===== src/rtl/seg_scan_ctrl.sv =====
// Multiplexed four-digit seven-segment scanner with a prescaled tick, a blank gap
// before each digit, and frame-synchronous loading of new display data.
module seg_scan_ctrl #(
    parameter int unsigned PRESCALE_BITS = 10,
    parameter int unsigned SHOW_TICKS    = 3
) (
    input  logic        C,
    input  logic        CLR,
    input  logic        CE,
    input  logic [15:0] VALUE,
    input  logic [3:0]  DP,
    input  logic        LOAD,
    output logic        ACK,
    output logic [7:0]  SEGMENTS,
    output logic [3:0]  DIGIT,
    output logic        FRAME
);

    typedef enum logic [1:0] {StIdle, StBlank, StShow} state_t;

    localparam logic [3:0] LastCnt = 4'(SHOW_TICKS - 1);

    state_t                   r_state;
    logic [PRESCALE_BITS-1:0] r_pre;
    logic [1:0]               r_digit;
    logic [3:0]               r_cnt;
    logic [15:0]              r_disp_val;
    logic [3:0]               r_disp_dp;
    logic [15:0]              r_pend_val;
    logic [3:0]               r_pend_dp;
    logic                     r_pend;

    logic       w_tick;
    logic       w_show_done;
    logic       w_boundary;
    logic [3:0] w_nib;
    logic [7:0] w_seg;

    assign w_tick      = CE && (&r_pre);
    assign w_show_done = (r_cnt == LastCnt);
    // A frame ends when digit 3 finishes showing; the very first tick also starts one.
    assign w_boundary  = w_tick && ((r_state == StIdle) ||
                         (r_state == StShow && w_show_done && r_digit == 2'd3));
    assign w_nib       = r_disp_val[{r_digit, 2'b00} +: 4];

    always_comb begin
        w_seg = 8'h00;
        unique case (w_nib)
            4'h0: w_seg[6:0] = 7'h3F;
            4'h1: w_seg[6:0] = 7'h06;
            4'h2: w_seg[6:0] = 7'h5B;
            4'h3: w_seg[6:0] = 7'h4F;
            4'h4: w_seg[6:0] = 7'h66;
            4'h5: w_seg[6:0] = 7'h6D;
            4'h6: w_seg[6:0] = 7'h7D;
            4'h7: w_seg[6:0] = 7'h07;
            4'h8: w_seg[6:0] = 7'h7F;
            4'h9: w_seg[6:0] = 7'h6F;
            4'hA: w_seg[6:0] = 7'h77;
            4'hB: w_seg[6:0] = 7'h7C;
            4'hC: w_seg[6:0] = 7'h39;
            4'hD: w_seg[6:0] = 7'h5E;
            4'hE: w_seg[6:0] = 7'h79;
            4'hF: w_seg[6:0] = 7'h71;
            default: w_seg[6:0] = 7'h00;
        endcase
        w_seg[7] = r_disp_dp[r_digit];
    end

    always_ff @(posedge C or posedge CLR) begin
        if (CLR) begin
            r_state    <= StIdle;
            r_pre      <= '0;
            r_digit    <= 2'd0;
            r_cnt      <= 4'd0;
            r_disp_val <= 16'h0000;
            r_disp_dp  <= 4'h0;
            r_pend_val <= 16'h0000;
            r_pend_dp  <= 4'h0;
            r_pend     <= 1'b0;
            SEGMENTS   <= 8'h00;
            DIGIT      <= 4'h0;
            ACK        <= 1'b0;
            FRAME      <= 1'b0;
        end else begin
            ACK   <= 1'b0;
            FRAME <= 1'b0;
            if (LOAD) begin
                r_pend_val <= VALUE;
                r_pend_dp  <= DP;
                r_pend     <= 1'b1;
            end
            if (CE) begin
                r_pre <= r_pre + 1'b1;
            end
            if (w_tick) begin
                case (r_state)
                    StIdle: begin
                        r_state  <= StBlank;
                        r_digit  <= 2'd0;
                        r_cnt    <= 4'd0;
                        DIGIT    <= 4'h0;
                        SEGMENTS <= 8'h00;
                    end
                    StBlank: begin
                        r_state  <= StShow;
                        r_cnt    <= 4'd0;
                        DIGIT    <= 4'b0001 << r_digit;
                        SEGMENTS <= w_seg;
                    end
                    StShow: begin
                        if (w_show_done) begin
                            r_state  <= StBlank;
                            r_digit  <= r_digit + 2'd1;
                            r_cnt    <= 4'd0;
                            DIGIT    <= 4'h0;
                            SEGMENTS <= 8'h00;
                        end else begin
                            r_cnt <= r_cnt + 4'd1;
                        end
                    end
                    default: r_state <= StIdle;
                endcase
            end
            // A LOAD on the boundary clock bypasses pending and lands in this frame.
            if (w_boundary) begin
                FRAME <= 1'b1;
                if (LOAD) begin
                    r_disp_val <= VALUE;
                    r_disp_dp  <= DP;
                    r_pend     <= 1'b0;
                    ACK        <= 1'b1;
                end else if (r_pend) begin
                    r_disp_val <= r_pend_val;
                    r_disp_dp  <= r_pend_dp;
                    r_pend     <= 1'b0;
                    ACK        <= 1'b1;
                end
            end
        end
    end

endmodule


===== config.mk =====
export PLATFORM = sky130hd
export DESIGN_NAME = seg_scan_ctrl
export DESIGN_NICKNAME = d
export VERILOG_FILES = /design/src/rtl/seg_scan_ctrl.sv
export SDC_FILE = /design/constraint.sdc
export NUM_CORES = 1
export LEC_CHECK = 0
export ABC_AREA = 1
export CORE_ASPECT_RATIO = 1.2
export CORE_MARGIN = 5
export CORE_UTILIZATION = 58
export CTS_BUF_LIST = sky130_fd_sc_hd__clkbuf_8
export CTS_CLUSTER_SIZE = 10
export DETAILED_ROUTE_END_ITERATION = 8
export GPL_ROUTABILITY_DRIVEN = 0
export GPL_TIMING_DRIVEN = 0
export PLACE_DENSITY = 0.81
export REMOVE_ABC_BUFFERS = 1
export SLEW_MARGIN = 5
export SYNTH_ARGS = -nofsm -noshare
export SYNTH_HDL_FRONTEND = slang
export SYNTH_SLANG_ARGS = --single-unit

===== constraint.sdc =====
create_clock -name C -period 2.85 [get_ports C]
set_input_delay 0.7125 -clock C [delete_from_list [all_inputs] [get_ports C]]
set_output_delay 0.7125 -clock C [all_outputs]
set_load 0.1 [all_outputs]

==> reports/metrics.yaml, run 1 <==
cellLeakagePower_nw: 2.270
worstMarginPinSlew_ns: 0.9677
path_class: "reg2out"
clockBufferDepth: 2
drc: 0
crit_path_end_kind: "output pin"
dieArea_mm2: 0.007833
grt_pass1_vias: 2717
grt_util_all_layers_pct: 20.14
floorplan.io_pins: 38
cts-buffers-inserted: 9
die_y_um: 95.96
cts_sinks: 73
place_hpwl_um: 4660
synth_area_mm2: 0.003571
die_w_um: 81.63
critPathLaunchType: "register"
drive_gt1_share_pct: 6.250
core_area_mm2: 0.006012
holdCritStartpoint: "r_pend_val[8]"
clk_latency_ns: 0.35
total_power_mw: 2.288
drt_pre_antenna_iters: 4
final_util_pct: 70.11
worst-endpoint-required_ns: 2.14
grt_overflow_total: 0
relSlewSlack_pct: 35.28
yosysUniqueCellTypes: 27
path_buf_inv: 1
ys_ff_latch: 73
cp_slowest_cell: "clkdlybuf4s50_1"
fin_crit_ns: 2.556
cts-resized-gates: 0
grt_max_degree: 66
cts_root_buf: "clkbuf_8"
core.rowCount: 31
post_dp_cell_area_mm2: 0.003986
hold_path.class: "reg2reg"
setup_violations: 0
slew_violations: 0
n_fill_cell: 467
ant_nets: 0
rsz0062_at_grt: "no"
hold_ws_ns: 0.4701
design_area_mm2: 0.004215
nets: 513
worstPathCellList: "clkdlybuf4s50_1"
multi_input_comb_area_mm2: 0.001555
regToRegSetupSlack_ns: 0.56
ys_seq_area_share_pct: 51.16
hold_viol_final: 0
synth_warnings: 0
r2r_cells: 12
synthToLayoutAreaGrowth_pct: 18.04
register_area_mm2: 0.001827
peakVddDrop_v: 0.0003787
max_freq_ghz: 0.3912
post-route-period-util_pct: 89.70
vias: 2832
cap_viol_max_count: 0
hold_end: "r_pend_val[8]"
status: "complete, no violations"
cp_top_family: "buffers and inverters"
synthCells: 441
drt_wl_total_um: 6791
routedWlPerCell_um: 12.08
diodes: 0
h-tree-depth: 3
syn-mean-instance-area_um2: 8.097
path_max_fanout: 2
ctsHoldBuffers: 0
start_util_pct: 59.40
min_path_cells: 2
post_cts_buffers: 0
r2r_start: "r_digit[0]"
r2r_end: "SEGMENTS[1]"
path_clk_slew_ns: 0.07
grt_pass1_wl_um: 12080
antenna_found_initial: 0
crit_arrival_ns: 1.84
max_stage_delay_ns: 1.14
skew_ns: 0.008288
cts_tree: "built"
viasPerCell: 5.039
dr.first_iter.drc_count: 205
portBuffers: 37
powerDensity_mw_per_mm2: 542.9
-- flip-flops by register name, summed over array words and instances, names as in the netlist --
| register | count |
|---|---|
| r_disp_val | 16 |
| FRAME | 1 |
| r_pre | 10 |
| r_state | 2 |
| r_digit | 2 |
| r_cnt | 4 |
| r_pend | 1 |
| r_pend_dp | 4 |
| r_pend_val | 16 |
| DIGIT | 4 |
| SEGMENTS | 8 |
| ACK | 1 |
| r_disp_dp | 4 |
-- synthesized netlist by cell type, drive strengths merged --
cell | count | area share [%]
nor2 | 24 | 3.7
inv | 26 | 2.7
a211oi | 1 | 0.21
ha | 13 | 4.6
o21ai | 7 | 0.98
clkbuf | 5 | 0.53
nor3 | 2 | 0.28
xor2 | 5 | 1.2
buf | 9 | 1.9
clkinv | 1 | 0.11
nand4 | 2 | 0.35
nand3 | 53 | 7.4
dfrtp | 73 | 51
nand2 | 213 | 23
nor4 | 1 | 0.35
a21oi | 1 | 0.14
o22ai | 1 | 0.18
xnor2 | 4 | 0.98
-- placed cells by master (no fill, tap or decap) --
master / count
ha_1: 13
clkinv_1: 1
nand4_1: 2
nor2_4: 1
o21ai_1: 1
dfrtp_1: 73
bufinv_16: 2
clkbuf_8: 12
o21ai_0: 6
nor2_2: 1
nand2_1: 208
nor2_8: 2
a211oi_1: 1
nand2_2: 2
clkdlybuf4s50_1: 37
nor4_2: 1
o22ai_1: 1
buf_16: 1
nor3_1: 2
nand3_1: 53
inv_4: 1
xnor2_1: 4
inv_1: 22
nor2_1: 20
xor2_1: 5
nand2_4: 3
a21oi_1: 1
inv_2: 4
-- where the power goes --
part	total (mW)	switching, mW	internal (mW)	leakage [nW]
clock	0.916	0.359	0.557	0.120
combinational	0.209	0.117	0.0912	1.19
sequential	1.16	0.0583	1.11	0.963
-- worst max path at each step --
stage                start             end  slack (ns)  cells past startpoint
4_1_cts        SEGMENTS[6]     SEGMENTS[6]        0.28                      1
5_1_grt               LOAD   r_disp_val[7]        0.12                      6
3_3_place_gp           CLR     SEGMENTS[5]       -0.83                      2
6_report          DIGIT[0]        DIGIT[0]        0.29                      1
3_5_place_dp          LOAD  r_disp_val[14]       -0.04                      6
2_1_floorplan          CLR             ACK        0.28                      1
-- layout make-up --
class | count | share of cell area [%]
Clock buffer | 12 | 3.918
Clock inverter | 3 | 1.514
Inverter | 27 | 2.464
Multi-Input combinational cell | 327 | 36.90
Sequential cell | 73 | 43.34
Tap cell | 82 | 2.434
Timing Repair Buffer | 38 | 9.439
-- metal layers --
layer / GRT usage, % / vias to the layer above / wire, um
li1: - / 1448 / -
met1: 25.26 / 1304 / 2937
met4: 8.449 / 0 / 123
met3: 5.056 / 10 / 359
met2: 33.08 / 70 / 3369
met5: 0 / - / 0
-- per-stage QoR --
stage               cells  worst slack (ns)  setup TNS [ns]
global route          562            0.1175               0
CTS                   562            0.2756               0
detailed placement    547          -0.03865         -0.5662
finish                562            0.2936               0
floorplan             427            0.2842               0
global placement      546           -0.8323          -60.48
-- kinds of logic (layout without fill, tap and decap cells) --
group,count (synthesis),after routing,synth area share (%)
AND/OR/NAND/NOR,295,295,35.28
flip-flops,73,73,51.16
buffers and inverters,41,80,5.291
adder cells (fa/ha/maj),13,13,4.555
AO/OA/AOI/OAI,10,10,1.507
XOR/XNOR,9,9,2.207
(Power assumes the default switching activity.)
==> run 2, diff against run 1 <==
SLEW_MARGIN = 25   (was 5)
==> run 2 against run 1 <==
Flip-flop and latch count did not move. Final cell count up 0.18%. Sequential power hardly changed. Count of clock-buffer cells in the layout did not move. Sequential share of layout area grew 0.30 points. Critical path depth grew 5. Register-to-register slack got worse by 0.03 ns. Worst hold slack worse by 0.0011 ns. Cell area shrank 0.68%. Via count decreased by 0.14%. Fmax is 0.51% lower.
==> reports/metrics.yaml, run 2 (synthesized netlist as in run 1, its figures left out) <==
cellLeakagePower_nw: 2.262  # -0.36%
core.rowCount: 31  # unchanged
synthToLayoutAreaGrowth_pct: 17.24
holdCritStartpoint: "r_pend_val[8]"
drt_pre_antenna_iters: 4  # unchanged
drt_wl_total_um: 6853  # +0.91%
cap_viol_max_count: 0  # unchanged
setup_violations: 0  # unchanged
layout_commonest_cell: "nand2_1"
die_y_um: 95.96  # unchanged
hold_path.class: "reg2reg"
vias: 2828  # -0.14%
grt_pass1_wl_um: 11980  # -0.85%
ant_nets: 0  # unchanged
total_power_mw: 2.199  # -3.9%
startpoint: "LOAD"
drc: 0  # unchanged
layout.cells.non_filler: 563  # +0.18%
floorplan.io_pins: 38  # unchanged
place_hpwl_um: 4750  # +1.9%
critPathLaunchType: "primary input"
cts-buffers-inserted: 9  # unchanged
slew_violations: 0  # unchanged
reg_top3: "r_disp_val x16, r_pend_val x16, r_pre x10"
portBuffers: 37  # unchanged
cts_tree: "built"
diodes: 0  # unchanged
grt_pass1_vias: 2740  # +0.85%
rsz0062_at_grt: "no"
post_dp_cell_area_mm2: 0.003979  # -0.19%
cts-resized-gates: 0  # unchanged
hold_ws_ns: 0.4690  # -0.001147 ns
postLayoutSetupSlackWorst_ns: 0.2804  # -0.01317 ns
path_class: "in2reg"
relSlewSlack_pct: 34.91  # -0.38 points
fin_crit_ns: 2.570  # +0.01317 ns
skew_ns: 0.009246  # +0.0009580 ns
path_max_fanout: 22  # +20
post_cts_buffers: 0  # unchanged
r2r_start: "r_digit[0]"
design_area_mm2: 0.004187  # -0.68%
routedWlPerCell_um: 12.17  # +0.73%
ctsHoldBuffers: 0  # unchanged
clockBufferDepth: 2  # unchanged
post-route-period-util_pct: 90.16  # +0.46 points
status: "complete, no violations"
powerDensity_mw_per_mm2: 525.3  # -3.2%
h-tree-depth: 3  # unchanged
dr.first_iter.drc_count: 189  # -7.8%
antenna_found_initial: 0  # unchanged
peakVddDrop_v: 0.0004650  # +23%
crit_path_end_kind: "register"
drive_gt1_share_pct: 6.237  # -0.013 points
dieArea_mm2: 0.007833  # unchanged
mostFrequentLayoutCells: "208 x nand2_1, 73 x dfrtp_1, 53 x nand3_1"
start_util_pct: 59.40  # unchanged
cts_root_buf: "clkbuf_8"
dp_slack_ns: -0.06157  # -0.02293 ns
worst-endpoint-required_ns: 3.09  # +0.95 ns
worstMarginPinSlew_ns: 0.9733  # +0.005611 ns
grt_util_all_layers_pct: 19.85  # -0.29 points
grt_max_degree: 44  # -33%
path_clk_slew_ns: 0.07  # about the same
clk_latency_ns: 0.35  # about the same
post-place-cells: 547  # unchanged
die_w_um: 81.63  # unchanged
nets: 513  # unchanged
viasPerCell: 5.023  # -0.32%
max_freq_ghz: 0.3892  # -0.51%
crit_arrival_ns: 2.81  # +0.97 ns
core_area_mm2: 0.006012  # unchanged
hold_viol_final: 0  # unchanged
grt_overflow_total: 0  # unchanged
cts_sinks: 73  # unchanged
==> run 2: changes by cell type in the layout (fill, tap and decap cells not counted) <==
cell,change
buf_12,+1
buf_16,-1
bufinv_16,-1
clkinv_2,+1
inv_1,+1
==> run 2: worst max-delay path, cell delays in order <==
cell             delay (ns)
clkdlybuf4s50_1        0.94
nor2_1                 0.13
inv_1                  0.56
nand2_4                0.27
nand2_1                0.13
nand2_1                0.05
==> run 2: final cells by class <==
type | count | area, um2
flip-flops and latches | 73 | 1827
fillers | 489 | 1826
multi-input cells | 327 | 1555
repair buffers | 38 | 390.4
clock buffers | 12 | 165.2
inverters | 27 | 103.9
well taps | 82 | 102.6
clock inverters | 4 | 42.54
==> run 2: metrics by stage <==
stage / util (%) / setup TNS (ns)
after floorplan: - / 0
after global routing: 69.64 / 0
after global placement: 65.81 / -60.48
after detailed placement: 66.18 / -1.034
final: 69.64 / 0
after CTS: 69.64 / 0
==> run 2: path summary, 6_finish.rpt <==
path,end,slack [ns],cells after the start
setup / recovery,r_disp_val[8],0.28,6
hold / removal,r_pend_val[8],0.47,2
setup reg to reg,SEGMENTS[1],0.53,12
hold reg to reg,r_pend_val[8],0.47,2
max in group asynchronous,r_disp_val[10],1.59,3
min in group asynchronous,r_pre[7],0.71,2
==> run 2: where the power goes <==
group / switching (mW) / internal [mW]
logic: 0.115 / 0.0902
clock network: 0.364 / 0.469
registers: 0.0566 / 1.11
==> run 2: metal layers <==
layer,up-vias,share of wire [%],GRT usage [%]
met5,-,0,0
met4,0,1.8,9.418
met3,14,4.8,3.933
met2,52,50,33.42
met1,1314,44,24.37
li1,1448,-,-
